--- src/rtl/instr_fetch_32.sv ---
// Instruction fetch stage: holds the fetch PC, issues one word request at a
// time on the imem request/grant/response port, and presents the fetched
// instruction with its PC and pre-sliced register fields to the decoder.
module instr_fetch_32 #(
  parameter logic [31:0] RESET_PC = 32'h0000_0000
) (
  input  logic        clk,
  input  logic        rst,
  output logic        imem_req_o,
  output logic [31:0] imem_addr_o,
  input  logic        imem_gnt_i,
  input  logic        imem_rvalid_i,
  input  logic [31:0] imem_rdata_i,
  input  logic        redirect_i,
  input  logic [31:0] redirect_pc_i,
  input  logic        stall_i,
  output logic        instr_valid_o,
  output logic [31:0] instr_o,
  output logic [31:0] pc_o,
  output logic [6:0]  opcode_o,
  output logic [4:0]  instr_rd_o,
  output logic [4:0]  instr_rs1_o,
  output logic [4:0]  instr_rs2_o
);

  typedef enum logic [1:0] {
    S_IDLE = 2'd0,
    S_REQ  = 2'd1,
    S_WAIT = 2'd2
  } state_t;

  state_t      state_q, state_d;
  logic [31:0] fetch_pc_q, fetch_pc_d;
  logic        discard_q, discard_d;
  logic        valid_q, valid_d;
  logic [31:0] instr_q, instr_d;
  logic [31:0] pc_q, pc_d;
  logic        req;

  // The low two bits of the redirect target are always forced to zero.
  logic unused_redirect_lsbs;
  assign unused_redirect_lsbs = ^redirect_pc_i[1:0];

  // State register and output register, synchronous reset.
  always_ff @(posedge clk) begin
    if (rst) begin
      state_q    <= S_IDLE;
      fetch_pc_q <= RESET_PC;
      discard_q  <= 1'b0;
      valid_q    <= 1'b0;
      instr_q    <= 32'h0;
      pc_q       <= RESET_PC;
    end else begin
      state_q    <= state_d;
      fetch_pc_q <= fetch_pc_d;
      discard_q  <= discard_d;
      valid_q    <= valid_d;
      instr_q    <= instr_d;
      pc_q       <= pc_d;
    end
  end

  // Next-state, request and output-register update; redirect overrides last.
  always_comb begin
    state_d    = state_q;
    fetch_pc_d = fetch_pc_q;
    discard_d  = discard_q;
    valid_d    = valid_q;
    instr_d    = instr_q;
    pc_d       = pc_q;
    req        = 1'b0;

    // Decoder takes the held instruction whenever it is not stalled.
    if (valid_q && !stall_i) begin
      valid_d = 1'b0;
    end

    case (state_q)
      S_IDLE: begin
        state_d = S_REQ;
      end
      S_REQ: begin
        // Only fetch when the output register will be free for the response.
        req = !valid_q || !stall_i;
        if (req && imem_gnt_i) begin
          state_d = S_WAIT;
        end
      end
      S_WAIT: begin
        if (imem_rvalid_i) begin
          state_d = S_REQ;
          if (discard_q) begin
            discard_d = 1'b0;
          end else begin
            instr_d    = imem_rdata_i;
            pc_d       = fetch_pc_q;
            valid_d    = 1'b1;
            fetch_pc_d = fetch_pc_q + 32'd4;
          end
        end
      end
      default: begin
        state_d = S_IDLE;
      end
    endcase

    if (redirect_i) begin
      valid_d    = 1'b0;
      instr_d    = instr_q;
      pc_d       = pc_q;
      fetch_pc_d = {redirect_pc_i[31:2], 2'b00};
      case (state_q)
        S_REQ: begin
          // A request granted this cycle targets the old PC; drop its response.
          if (req && imem_gnt_i) begin
            discard_d = 1'b1;
          end
        end
        S_WAIT: begin
          if (imem_rvalid_i) begin
            state_d   = S_REQ;
            discard_d = 1'b0;
          end else begin
            discard_d = 1'b1;
          end
        end
        default: begin
          state_d = S_REQ;
        end
      endcase
    end
  end

  assign imem_req_o    = req;
  assign imem_addr_o   = fetch_pc_q;
  assign instr_valid_o = valid_q;
  assign instr_o       = instr_q;
  assign pc_o          = pc_q;
  assign opcode_o      = instr_q[6:0];
  assign instr_rd_o    = instr_q[11:7];
  assign instr_rs1_o   = instr_q[19:15];
  assign instr_rs2_o   = instr_q[24:20];

endmodule

--- config.mk ---
export PLATFORM = sky130hd
export DESIGN_NAME = instr_fetch_32
export DESIGN_NICKNAME = d
export VERILOG_FILES = /design/src/rtl/instr_fetch_32.sv
export SDC_FILE = /design/constraint.sdc
export NUM_CORES = 1
export LEC_CHECK = 0
export ABC_AREA = 0
export CAP_MARGIN = 15
export CORE_MARGIN = 2
export CORE_UTILIZATION = 44
export CTS_BUF_LIST = sky130_fd_sc_hd__clkbuf_8
export CTS_CLUSTER_DIAMETER = 150
export CTS_CLUSTER_SIZE = 25
export DETAILED_ROUTE_END_ITERATION = 10
export PLACE_DENSITY = 0.86
export SLEW_MARGIN = 20
export SYNTH_ARGS = -nofsm -noshare
export SYNTH_HDL_FRONTEND = slang
export SYNTH_SLANG_ARGS = --single-unit
--- constraint.sdc ---
create_clock -name clk -period 2.42 [get_ports clk]
set_input_delay 0.726 -clock clk [delete_from_list [all_inputs] [get_ports clk]]
set_output_delay 0.726 -clock clk [all_outputs]
set_load 0.01 [all_outputs]
==> out/metrics.cfg, run 1 <==
[clocking]
htree_levels=3
clockBufferDepth=2
cts_root_buf=clkbuf_8
cts_sinks=96
cts_inserted_buffers=9
tritoncts=built
cts_setup_buffers=0
clk-insertion-delay-late_ns=0.35
clkTransAtPathRegs_ns=0.10

[min_path]
hold_path_depth=2
hold_path.startpoint=pc_o[8]
whs_endpoint=pc_o[8]
hold_class=flop to flop

[synth]
syn_inst=574
yosys_warnings=0
synth_largest_area_cell=dfxtp_1
avgSynthCellArea_um2=7.76
ys_seq_area_share_pct=43.1
synth_top_area_share_pct=43.1
synth_most_common_cell=nand2_1
ys_ff_latch=96
ys_types=56
synth-edff-count=0
synth_common_cells=148 x nand2_1, 96 x dfxtp_1, 74 x a21oi_1
yosys-top-cells-area=dfxtp_1 43%, nand2_1 12%, a21oi_1 8.3%, buf_4 4.5%, clkbuf_1 2.5%
async_reset_ff_share_pct=0
synth_area_mm2=0.00446
ys.flop_type=dfxtp_1

[grt]
grt_first_pass_wirelength_um=22000
grt_max_degree=40
use_met1_pct=30.0
grt.met3_usage_pct=3.56
grt_overflow=0
top_usage_layer=met2
antenna_found_initial=0
first_global_vias=4440
track_usage_pct=24.2
met2_usage_pct=43.8

[worst_setup_path]
endpoint_kind=flop
reg2regPathDepth=4
worstPathArrival_ns=2.64
critPathLaunchType=primary input
required_ns=2.68
regToRegEndpoint=imem_addr_o[24]
crit_type=primary input to flop
critPathMaxFanout=6
ff2ff_setup_slack_ns=0.25
r2r-start=imem_addr_o[21]

[job]
drv_cap=0

[floorplanning]
die_area_mm2=0.0109
fp-row-count=36
dieHeight_um=105
fp.dieW_um=105
fp.coreArea_mm2=0.00982
ios=190
initial_core_util_pct=45.4

[timing]
hold_viol_final=0
slew_viol_final=0
slew_headroom_pct=61.8
finalCritPeriodShare_pct=98.1
skew_ns=0.0170
max_slew.worst_pin.slew_ns=0.571
post-route-min-period_ns=2.37
finalSetupViolCount=0
whs_ns=0.459
max_freq_ghz=0.421

[route]
firstDrtPassIters=5
drc=0
finalWirelength_um=14000
drt-initial-drc-count=420
dr_total_vias=4771
wl_per_cell_um=15.9
detail-route-antenna-nets=0
avgViaCountPerCell=5.45

[placement]
numPortBuffers=183
dp.cells=862
place_hpwl_um=10300
place.gp.congestion=0.869

[pwr]
power_density_mw_per_mm2=501
p_leak_nw=2.25
vdd_drop_max_mv=0.348

[finish]
final-instance-count-excl-fill=876
utilization_pct=68.2
fillers=813
nets=815
area_delta_synth_final_pct=50.3
diodes=0
drive_gt1_share_pct=9.02

[outcome]
status=complete, no violations

==> power breakdown <==
part,leakage (nW),total [mW],internal [mW],switching [mW]
logic,1.36,0.449,0.252,0.197
registers,0.781,1.68,1.62,0.0589
clock network,0.112,1.23,0.680,0.546
==> logic make-up after synthesis <==
group                    synth area share, %
AO/OA/AOI/OAI                           17.9
XOR/XNOR                                1.57
adder cells (fa/ha/maj)                 1.40
buffers and inverters                   8.87
flip-flops                              43.1
other                                 0.0842
AND/OR/NAND/NOR                         27.0
==> timing repair <==
action	CTS	global route
hold buffers	0	0
pin swaps	0	3
resized for setup	2	9
setup endpoints to repair	1	12
==> worst max-delay path by stage <==
stage | from | endpoint | slack, ns | cells after the start
2_1_floorplan | imem_rvalid_i | imem_addr_o[13] | 0.28 | 5
3_3_place_gp | imem_rvalid_i | imem_addr_o[29] | -0.28 | 5
3_5_place_dp | imem_rvalid_i | imem_addr_o[14] | -0.35 | 5
4_1_cts | imem_rvalid_i | imem_addr_o[14] | 0.009 | 5
5_1_grt | imem_rvalid_i | imem_addr_o[25] | -0.01 | 6
6_report | imem_rvalid_i | imem_addr_o[23] | 0.05 | 5
==> flip-flops by register name, indices dropped and copies added, names as in the netlist <==
register,count
instr_o,32
imem_addr_o,30
pc_o,30
state_q,2
discard_q,1
instr_valid_o,1
==> per-stage QoR <==
step | worst slack, ns | cell area [µm²] | setup TNS [ns] | total power, mW
6_report | 0.0460 | 6700 | 0 | 3.35
3_5_place_dp | -0.350 | 6430 | -4.39 | 2.15
5_1_grt | -0.0129 | 6700 | -0.0250 | 3.48
2_1_floorplan | 0.284 | 4470 | 0 | 1.88
4_1_cts | 0.00904 | 6660 | 0 | 3.36
3_3_place_gp | -0.277 | 6430 | -2.95 | 2.14
==> cell usage in the layout, fill, tap and decap left out, drive strengths merged, types with 4 or more instances in the layout <==
cell type	count
buf	36
nand2	148
and4	4
nand3b	5
ha	5
nand4	10
xnor2	6
conb	4
o21ai	9
nor3	7
and2	4
a311oi	9
nand3	14
or3	10
inv	11
nor4	7
a31oi	4
clkbuf	10
clkdlybuf4s50	181
dfxtp	96
a211oi	8
a21oi	74
or4	7
nor2	26
==> area by class of cell <==
type | count | area (µm²) | area share, %
clock buffers | 9 | 124 | 1.85
well taps | 133 | 166 | 2.49
repair buffers | 218 | 2120 | 31.7
inverters | 11 | 41.3 | 0.617
multi-input cells | 404 | 2210 | 33.0
flip-flops and latches | 96 | 1920 | 28.7
clock inverters | 5 | 106 | 1.59
==> worst max-delay path, cell delays in order <==
cell	delay (ns)
clkdlybuf4s50_1	0.50
nand3b_1	0.20
or4_4	0.60
or3_4	0.34
a311oi_1	0.26
==> routing by layer <==
layer  wire, µm  vias to the layer above
met5          0                        -
met3        928                       21
met1       5730                     2243
met4        204                        0
met2       7110                      217
li1           -                     2290
(Power assumes the default switching activity.)
==> run 2: changes to the inputs <==
--- a/config.mk
+++ b/config.mk
@@ -13,6 +13,7 @@
 export CTS_CLUSTER_DIAMETER = 150
 export CTS_CLUSTER_SIZE = 25
 export DETAILED_ROUTE_END_ITERATION = 10
+export GPL_ROUTABILITY_DRIVEN = 0
 export PLACE_DENSITY = 0.86
 export SLEW_MARGIN = 20
 export SYNTH_ARGS = -nofsm -noshare
==> run 2 against run 1 <==
  * Critical path depth down 1
  * Maximum frequency up 0.41%
  * Non-clock buffer count down 1
  * Clock power down 23%
  * Global-route usage down 0.20 points
  * Via count down 0.46%
  * Worst setup slack better by 0.0098 ns
  * Die area unchanged
  * Core utilization down 1.1 points
  * Critical path type is now primary input to primary output
  * Largest power group unchanged
==> out/metrics.cfg, run 2 (synthesized netlist as in run 1, its figures left out) <==
[clocking]
cts_sinks=96  ; unchanged
hold_buffers=0  ; unchanged
tritoncts=built  ; unchanged
clockBufferDepth=2  ; unchanged
cts_inserted_buffers=9  ; unchanged
cts_setup_buffers=0  ; unchanged
clkTransAtPathRegs_ns=0.09  ; was 0.10 ns
clk-insertion-delay-late_ns=0.36  ; was 0.35 ns
cts_root_buf=clkbuf_8  ; unchanged
htree_levels=3  ; unchanged

[worst_setup_path]
crit_type=primary input to primary output  ; was primary input to flop
required_ns=1.69  ; was 2.68 ns
reg2regPathDepth=4  ; unchanged
critPathMaxFanout=2  ; was 6
critPathLaunchType=primary input  ; unchanged
worstPathArrival_ns=1.64  ; was 2.64 ns
endpoint_kind=primary output  ; was flop

[placement]
numPortBuffers=183  ; unchanged
place_hpwl_um=10400  ; was 10300 µm
pre_cts_slack_ns=-0.393  ; was -0.350 ns

[grt]
first_global_vias=4578  ; was 4440
grt_overflow=0  ; unchanged
antenna_found_initial=0  ; unchanged
track_usage_pct=24.0  ; was 24.2%
grt_first_pass_wirelength_um=21700  ; was 22000 µm
grt_max_degree=39  ; was 40

[finish]
drive_gt1_share_pct=8.20  ; was 9.02%
fillers=809  ; was 813
nets=814  ; was 815
layout_common_cells=181 x clkdlybuf4s50_1, 148 x nand2_1, 96 x dfxtp_1, 74 x a21oi_1, 33 x buf_4  ; unchanged
area_delta_synth_final_pct=47.9  ; was 50.3%
final_common_cell=clkdlybuf4s50_1  ; unchanged
largest_reg_flops=32  ; unchanged
diodes=0  ; unchanged

[job]
drv_cap=0  ; unchanged

[route]
firstDrtPassIters=5  ; unchanged
avgViaCountPerCell=5.42  ; was 5.45
finalWirelength_um=13700  ; was 14000 µm
wl_per_cell_um=15.6  ; was 15.9 µm
dr_total_vias=4749  ; was 4771
detail-route-antenna-nets=0  ; unchanged
drt-initial-drc-count=317  ; was 420
drc=0  ; unchanged

[pwr]
power_mw=3.07  ; was 3.35 mW
vdd_drop_max_mv=0.286  ; was 0.348 mV
power_density_mw_per_mm2=465  ; was 501 mW/mm²
p_leak_nw=2.22  ; was 2.25 nW

[min_path]
hold_path_depth=2  ; unchanged
hold_class=flop to flop  ; unchanged

[floorplanning]
fp.coreArea_mm2=0.00982  ; unchanged
initial_core_util_pct=45.4  ; unchanged
fp.dieW_um=105  ; unchanged
die_area_mm2=0.0109  ; unchanged
ios=190  ; unchanged
dieHeight_um=105  ; unchanged
fp-row-count=36  ; unchanged

[timing]
post-route-min-period_ns=2.36  ; was 2.37 ns
max_freq_ghz=0.423  ; was 0.421 GHz
layout_setup_ws_ns=0.0557  ; was 0.0460 ns
slew_headroom_pct=59.4  ; was 61.8%
rsz0062_at_grt=no
finalCritPeriodShare_pct=97.7  ; was 98.1%
slew_viol_final=0  ; unchanged
finalSetupViolCount=0  ; unchanged
max_slew.worst_pin.slew_ns=0.607  ; was 0.571 ns
skew_ns=0.0103  ; was 0.0170 ns
hold_viol_final=0  ; unchanged

[outcome]
status=complete, no violations  ; unchanged

[run 2: changes by cell type in the layout (fill, tap and decap cells not counted), moves of 2 or more]
cell,delta
bufinv_16,-3
a311oi_1,+2
nor4_1,+2
a311oi_2,-2
nor4_2,-2
clkinv_2,+2
[run 2: final timing paths]
path,start,end,slack (ns)
setup reg to reg,imem_addr_o[21],imem_addr_o[24],0.25
hold / removal,instr_o[25],instr_o[25],0.46
setup / recovery,stall_i,imem_req_o,0.06
hold reg to reg,instr_o[25],instr_o[25],0.46
[run 2: routing by layer]
layer	vias to the layer above	routed length, µm	part of all wire (%)	track usage, %
met5	-	0	0	0
met2	209	6930	51	43.3
met3	22	943	6.9	4.05
met1	2221	5580	41	28.9
li1	2297	-	-	-
met4	0	253	1.8	8.10
[run 2: final cells by class]
| cell class | count | area [µm²] | area share, % |
|---|---|---|---|
| clock buffers | 9 | 124 | 1.88 |
| clock inverters | 7 | 47.5 | 0.721 |
| inverters | 11 | 41.3 | 0.626 |
| multi-input cells | 404 | 2180 | 33.1 |
| flip-flops and latches | 96 | 1920 | 29.2 |
| well taps | 133 | 166 | 2.52 |
| repair buffers | 217 | 2110 | 32.0 |
[run 2: metrics by stage]
stage               instance area [µm²]  instances  utilization (%)  hold WS, ns  setup TNS, ns
floorplan                          4470        577                -        0.481              0
global placement                   6410        861             65.3        0.442          -2.90
detailed placement                 6410        861             65.3        0.447          -4.51
CTS                                6590        877             67.1        0.460              0
global route                       6590        877             67.1        0.485              0
finish                             6590        877             67.1        0.456              0
[run 2: critical path: stages]
cell and delay, ns:
clkdlybuf4s50_1 0.45, nand2_1 0.06, and2_1 0.17, clkdlybuf4s15_1 0.23
[run 2: report_power, final]
| group | switching [mW] | internal (mW) |
|---|---|---|
| clock network | 0.570 | 0.376 |
| logic | 0.188 | 0.248 |
| registers | 0.0630 | 1.62 |
[run 2: what timing repair did]
action                     4_1_cts  5_1_grt
setup endpoints to repair        2        4
pin swaps                        0        2
resized for setup                3        1
==> patch 1, RTL diff (config.mk and constraints of run 1) <==
Reset style: asynchronous (`rst`), changed in one clocked block. Comments in the files are not updated.
--- a/src/rtl/instr_fetch_32.sv
+++ b/src/rtl/instr_fetch_32.sv
@@ -42,7 +42,7 @@
   assign unused_redirect_lsbs = ^redirect_pc_i[1:0];
 
   // State register and output register, synchronous reset.
-  always_ff @(posedge clk) begin
+  always_ff @(posedge clk or posedge rst) begin
     if (rst) begin
       state_q    <= S_IDLE;
       fetch_pc_q <= RESET_PC;
Formal check against the unedited RTL: differs if rst is asserted again (counterexample within 4 cycles, from zero or initial values and one cycle with rst high); with rst held inactive, the same outputs for 4 cycles.
==> patch 1 against run 1 <==
  * Sequential cell count stayed put
  * Final area is 1.5% higher
  * Sequential share of layout area is 6.6 points higher
  * Routed wire length is 13% lower
  * Setup slack better by 0.061 ns
  * Die area is 1.8% higher
  * Area after synthesis is 1.9% higher
  * Count of clock-buffer cells in the layout is 1 higher
  * Critical endpoint is now imem_addr_o[17]
Power is not compared: it rests on default switching activity, and its combinational part moved more than twofold at a synthesized area within 25%.
==> patch 1: results <==
[power]
p_leak_nw = 2.85
worst_ir_drop_vdd_mv = 0.435

[hold_path]
hold_depth = 1
hold_path.class = "reg -> reg"

[timing]
fmax_mhz = 432
finalClockSkew_ns = 0.00850
tightest_slew_ns = 0.606

[critical_path]
worstReg2RegStart = "state_q[0]"
reg2reg_depth = 7
cp.arrival_ns = 2.60
rrSetupSlack_ns = 0.11
cp-endpoint = "imem_addr_o[17]"
critPathMaxFanout = 8
crit_type = "reg -> reg"

[placement]
io_buffers = 183
dp_slack_ns = -0.456
place_hpwl_um = 8680
gp_congestion = 0.779
dp.cells = 699

[clock_tree]
cts_root_buf = "clkbuf_8"
clk_latency_ns = 0.37
numCtsBuffers = 9
clock_path_buffers = 2
clk_pin_slew_worst_paths_ns = 0.10
htree_levels = 3

[layout]
antenna_cells = 0
nets = 655
final_layout_size_suffix_gt1_share_pct = 20.5
largest_reg_flops = 32

[route]
dr.pass1.iters = 4
num_vias = 3834
routed_wl_um = 12200
drtIter0Drc = 213
via_per_inst = 5.32

[synth]
ys.warnings.count = 0
synth_area_leaders = "dfrtp_1 53%, mux2_2 16%, buf_4 4.3%, or4_1 2.8%, nand2_1 2.3%"
seq_area_frac_synth_pct = 52.9
ys_types = 44
ys_top_cells_by_count = "96 x dfrtp_1, 63 x mux2_2, 28 x nand2_1"
async_flop_share_pct = 100
avgSynthCellArea_um2 = 11.4

[global_routing]
grt_pass1_wl_um = 18800
antenna_found_initial = 0
grt_max_degree = 97
groute.usage.overall_pct = 21.4

[status]
status = "finished clean"
patch 1: final cells by class:
class	instances	area (um^2)
clock inverter	6	67.6
timing repair buffer	214	2110
inverter	13	52.6
sequential	96	2400
multi-input combinational	246	1850
tap	136	170
fill	774	3390
clock buffer	10	138
patch 1: layer usage:
metal	track usage, %	wire length, um
met5	0	0
met4	9.59	359
met3	4.95	759
met2	37.2	6140
met1	25.2	4910
patch 1: how the worst min path moves through the flow:
stage / to / start / slack [ns]
2_1_floorplan: instr_o[12] / instr_o[12] / 0.55
3_3_place_gp: instr_o[13] / instr_o[13] / 0.49
3_5_place_dp: pc_o[3] / pc_o[3] / 0.49
4_1_cts: pc_o[7] / pc_o[7] / 0.52
5_1_grt: pc_o[29] / pc_o[29] / 0.53
6_report: instr_o[31] / instr_o[31] / 0.51
patch 1: what timing repair did:
| item | in CTS | in global routing |
|---|---|---|
| buffers inserted | 0 | 5 |
| endpoints found under the setup margin | 11 | 11 |
| pin swaps | 0 | 2 |
| hold endpoints to repair | 0 | 0 |
| gates resized for setup | 3 | 8 |
| gates cloned | 0 | 1 |
patch 1: logic make-up (layout without fill, tap and decap cells):
kind of cell	count (synthesis)	count (layout)	share of synthesized area [%]
buffers and inverters	58	243	7.03
adders and majority gates	5	5	1.38
DFF	96	96	52.9
muxes	64	64	15.8
AOI/OAI and AO/OA	58	58	8.27
and+or+nand+nor	106	106	12.8
xor gates and xnor gates	9	9	1.74
other	1	4	0.0826
patch 1: stage by stage:
| step | area [um^2] | setup TNS [ns] |
|---|---|---|
| after floorplan | 4560 | 0 |
| after global placement | 6530 | -6.27 |
| after detailed placement | 6530 | -6.97 |
| after CTS | 6740 | 0 |
| after global routing | 6800 | -0.0137 |
| final | 6800 | 0 |
patch 1: report_power, final:
part / internal [W] / leakage, nW / switching [W]
clock network: 0.000510 / 0.0989 / 0.000580
logic: 0.00168 / 1.53 / 0.00101
registers: 0.00210 / 1.22 / 0.000354
patch 1: worst max-delay path, stage by stage, from the launching register on:
cell      delay [ns]
dfrtp_1         0.43
inv_2           0.09
ha_2            0.21
nand3b_4        0.09
or4_4           0.54
buf_6           0.16
or4_1           0.51
a31oi_1         0.20
==> patch 2, RTL diff (settings of run 1) <==
Without the edit above. `instr_q` no longer has a reset.
--- a/src/rtl/instr_fetch_32.sv
+++ b/src/rtl/instr_fetch_32.sv
@@ -48,16 +48,18 @@
       fetch_pc_q <= RESET_PC;
       discard_q  <= 1'b0;
       valid_q    <= 1'b0;
-      instr_q    <= 32'h0;
       pc_q       <= RESET_PC;
     end else begin
       state_q    <= state_d;
       fetch_pc_q <= fetch_pc_d;
       discard_q  <= discard_d;
       valid_q    <= valid_d;
-      instr_q    <= instr_d;
       pc_q       <= pc_d;
     end
+  end
+
+  always_ff @(posedge clk) begin
+    instr_q <= instr_d;
   end
 
   // Next-state, request and output-register update; redirect overrides last.
Function: differs if rst is asserted again (counterexample within 4 cycles, from zero or initial values and one cycle with rst high); with rst held inactive, the same outputs for 4 cycles.
==> patch 2 against run 1 <==
  * Routed wire length down 8.5%
  * Final area decreased by 3.1%
  * Worst hold slack lost 0.0018 ns
  * Total power shrank 3.4%
  * Setup slack better by 0.012 ns
  * Sequential cell count stayed put
  * Critical path depth fell by 1
  * Via count down 14%
  * Largest power group unchanged
  * Sequential power grew 5%
  * Largest cell class is now sequential cells
  * Core utilization fell by 0.87 points
  * Area after synthesis down 3.0%
  * Sequential share of layout area increased by 5.8 points
==> patch 2: results <==
[status]
status = "finished clean"

[layout]
seq_share_pct = 34.5
clock_area_share_pct = 3.01
nets = 706
fillers = 771
multi_input_area_um2 = 1740
final_layout_size_suffix_gt1_share_pct = 9.28

[power]
p_leak_nw = 2.23
worst_ir_drop_vdd_mv = 0.282

[timing]
relSlewSlack_pct = 55.7
finalClockSkew_ns = 0.00975

[critical_path]
cp.arrival_ns = 1.64
worstReg2RegStart = "imem_addr_o[6]"
critPathMaxFanout = 2
critPathLaunch = "stall_i"

[synth]
ys_types = 55
seq_area_frac_synth_pct = 51.9
ys_top_cells_by_count = "87 x nand2_1, 64 x dfxtp_1, 39 x a21oi_1"
synth_area_leaders = "dfxtp_1 30%, edfxtp_1 22%, nand2_1 7.6%, a21oi_1 4.5%, buf_4 4.5%"

[hold_path]
min-delay-start = "pc_o[20]"
hold_path.class = "reg -> reg"

[global_routing]
grt_pass1_wl_um = 18800
grt_max_degree = 67
grt_pass1_vias = 3844

[route]
num_vias = 4118
wl_per_cell_um = 16.6
drtIter0Drc = 222

[placement]
gp_congestion = 0.832
==> patch 2: through the flow <==
stage | hold slack [ns] | instance area [um^2] | power, W | setup WS, ns | instances
2_1_floorplan | 0.481 | 4340 | 0.00195 | 0.116 | 461
3_3_place_gp | 0.444 | 6290 | 0.00219 | -0.505 | 753
3_5_place_dp | 0.446 | 6290 | 0.00221 | -0.517 | 753
4_1_cts | 0.460 | 6490 | 0.00325 | 0.00643 | 769
5_1_grt | 0.482 | 6490 | 0.00336 | 0.0146 | 769
6_report | 0.458 | 6490 | 0.00324 | 0.0579 | 769
==> patch 2: metal layers <==
layer	vias to the layer above	GRT usage, %	share of wire, %
li1	1968	-	-
met1	1937	26.6	39
met2	192	40.1	51
met3	21	6.37	7.7
met4	0	9.41	2.2
met5	-	0	0
==> patch 2: power breakdown <==
| group | switching [W] | internal, W | total, W | leakage, nW |
|---|---|---|---|---|
| Combinational | 0.000172 | 0.000239 | 0.000411 | 1.32 |
| Clock | 0.000587 | 0.000480 | 0.00107 | 0.0974 |
| Sequential | 0.0000603 | 0.00170 | 0.00176 | 0.811 |
==> patch 2: worst max-delay path, stage by stage <==
cell             delay (ns)
clkdlybuf4s50_1        0.46
nand2_1                0.06
and2_1                 0.16
clkdlybuf4s15_1        0.24
==> patch 2: final timing paths <==
check               endpoint  slack (ns)
max               imem_req_o        0.06
min                 pc_o[20]        0.46
max reg2reg  imem_addr_o[28]        0.19
min reg2reg         pc_o[20]        0.46
==> patch 2: logic make-up after synthesis <==
group	count (synthesis)	share of synthesized area, %
DFF	96	51.9
and+or+nand+nor	189	22.1
AOI/OAI and AO/OA	93	14.6
xor gates and xnor gates	9	1.82
buffers and inverters	65	8.10
adders and majority gates	5	1.45
other	1	0.0867
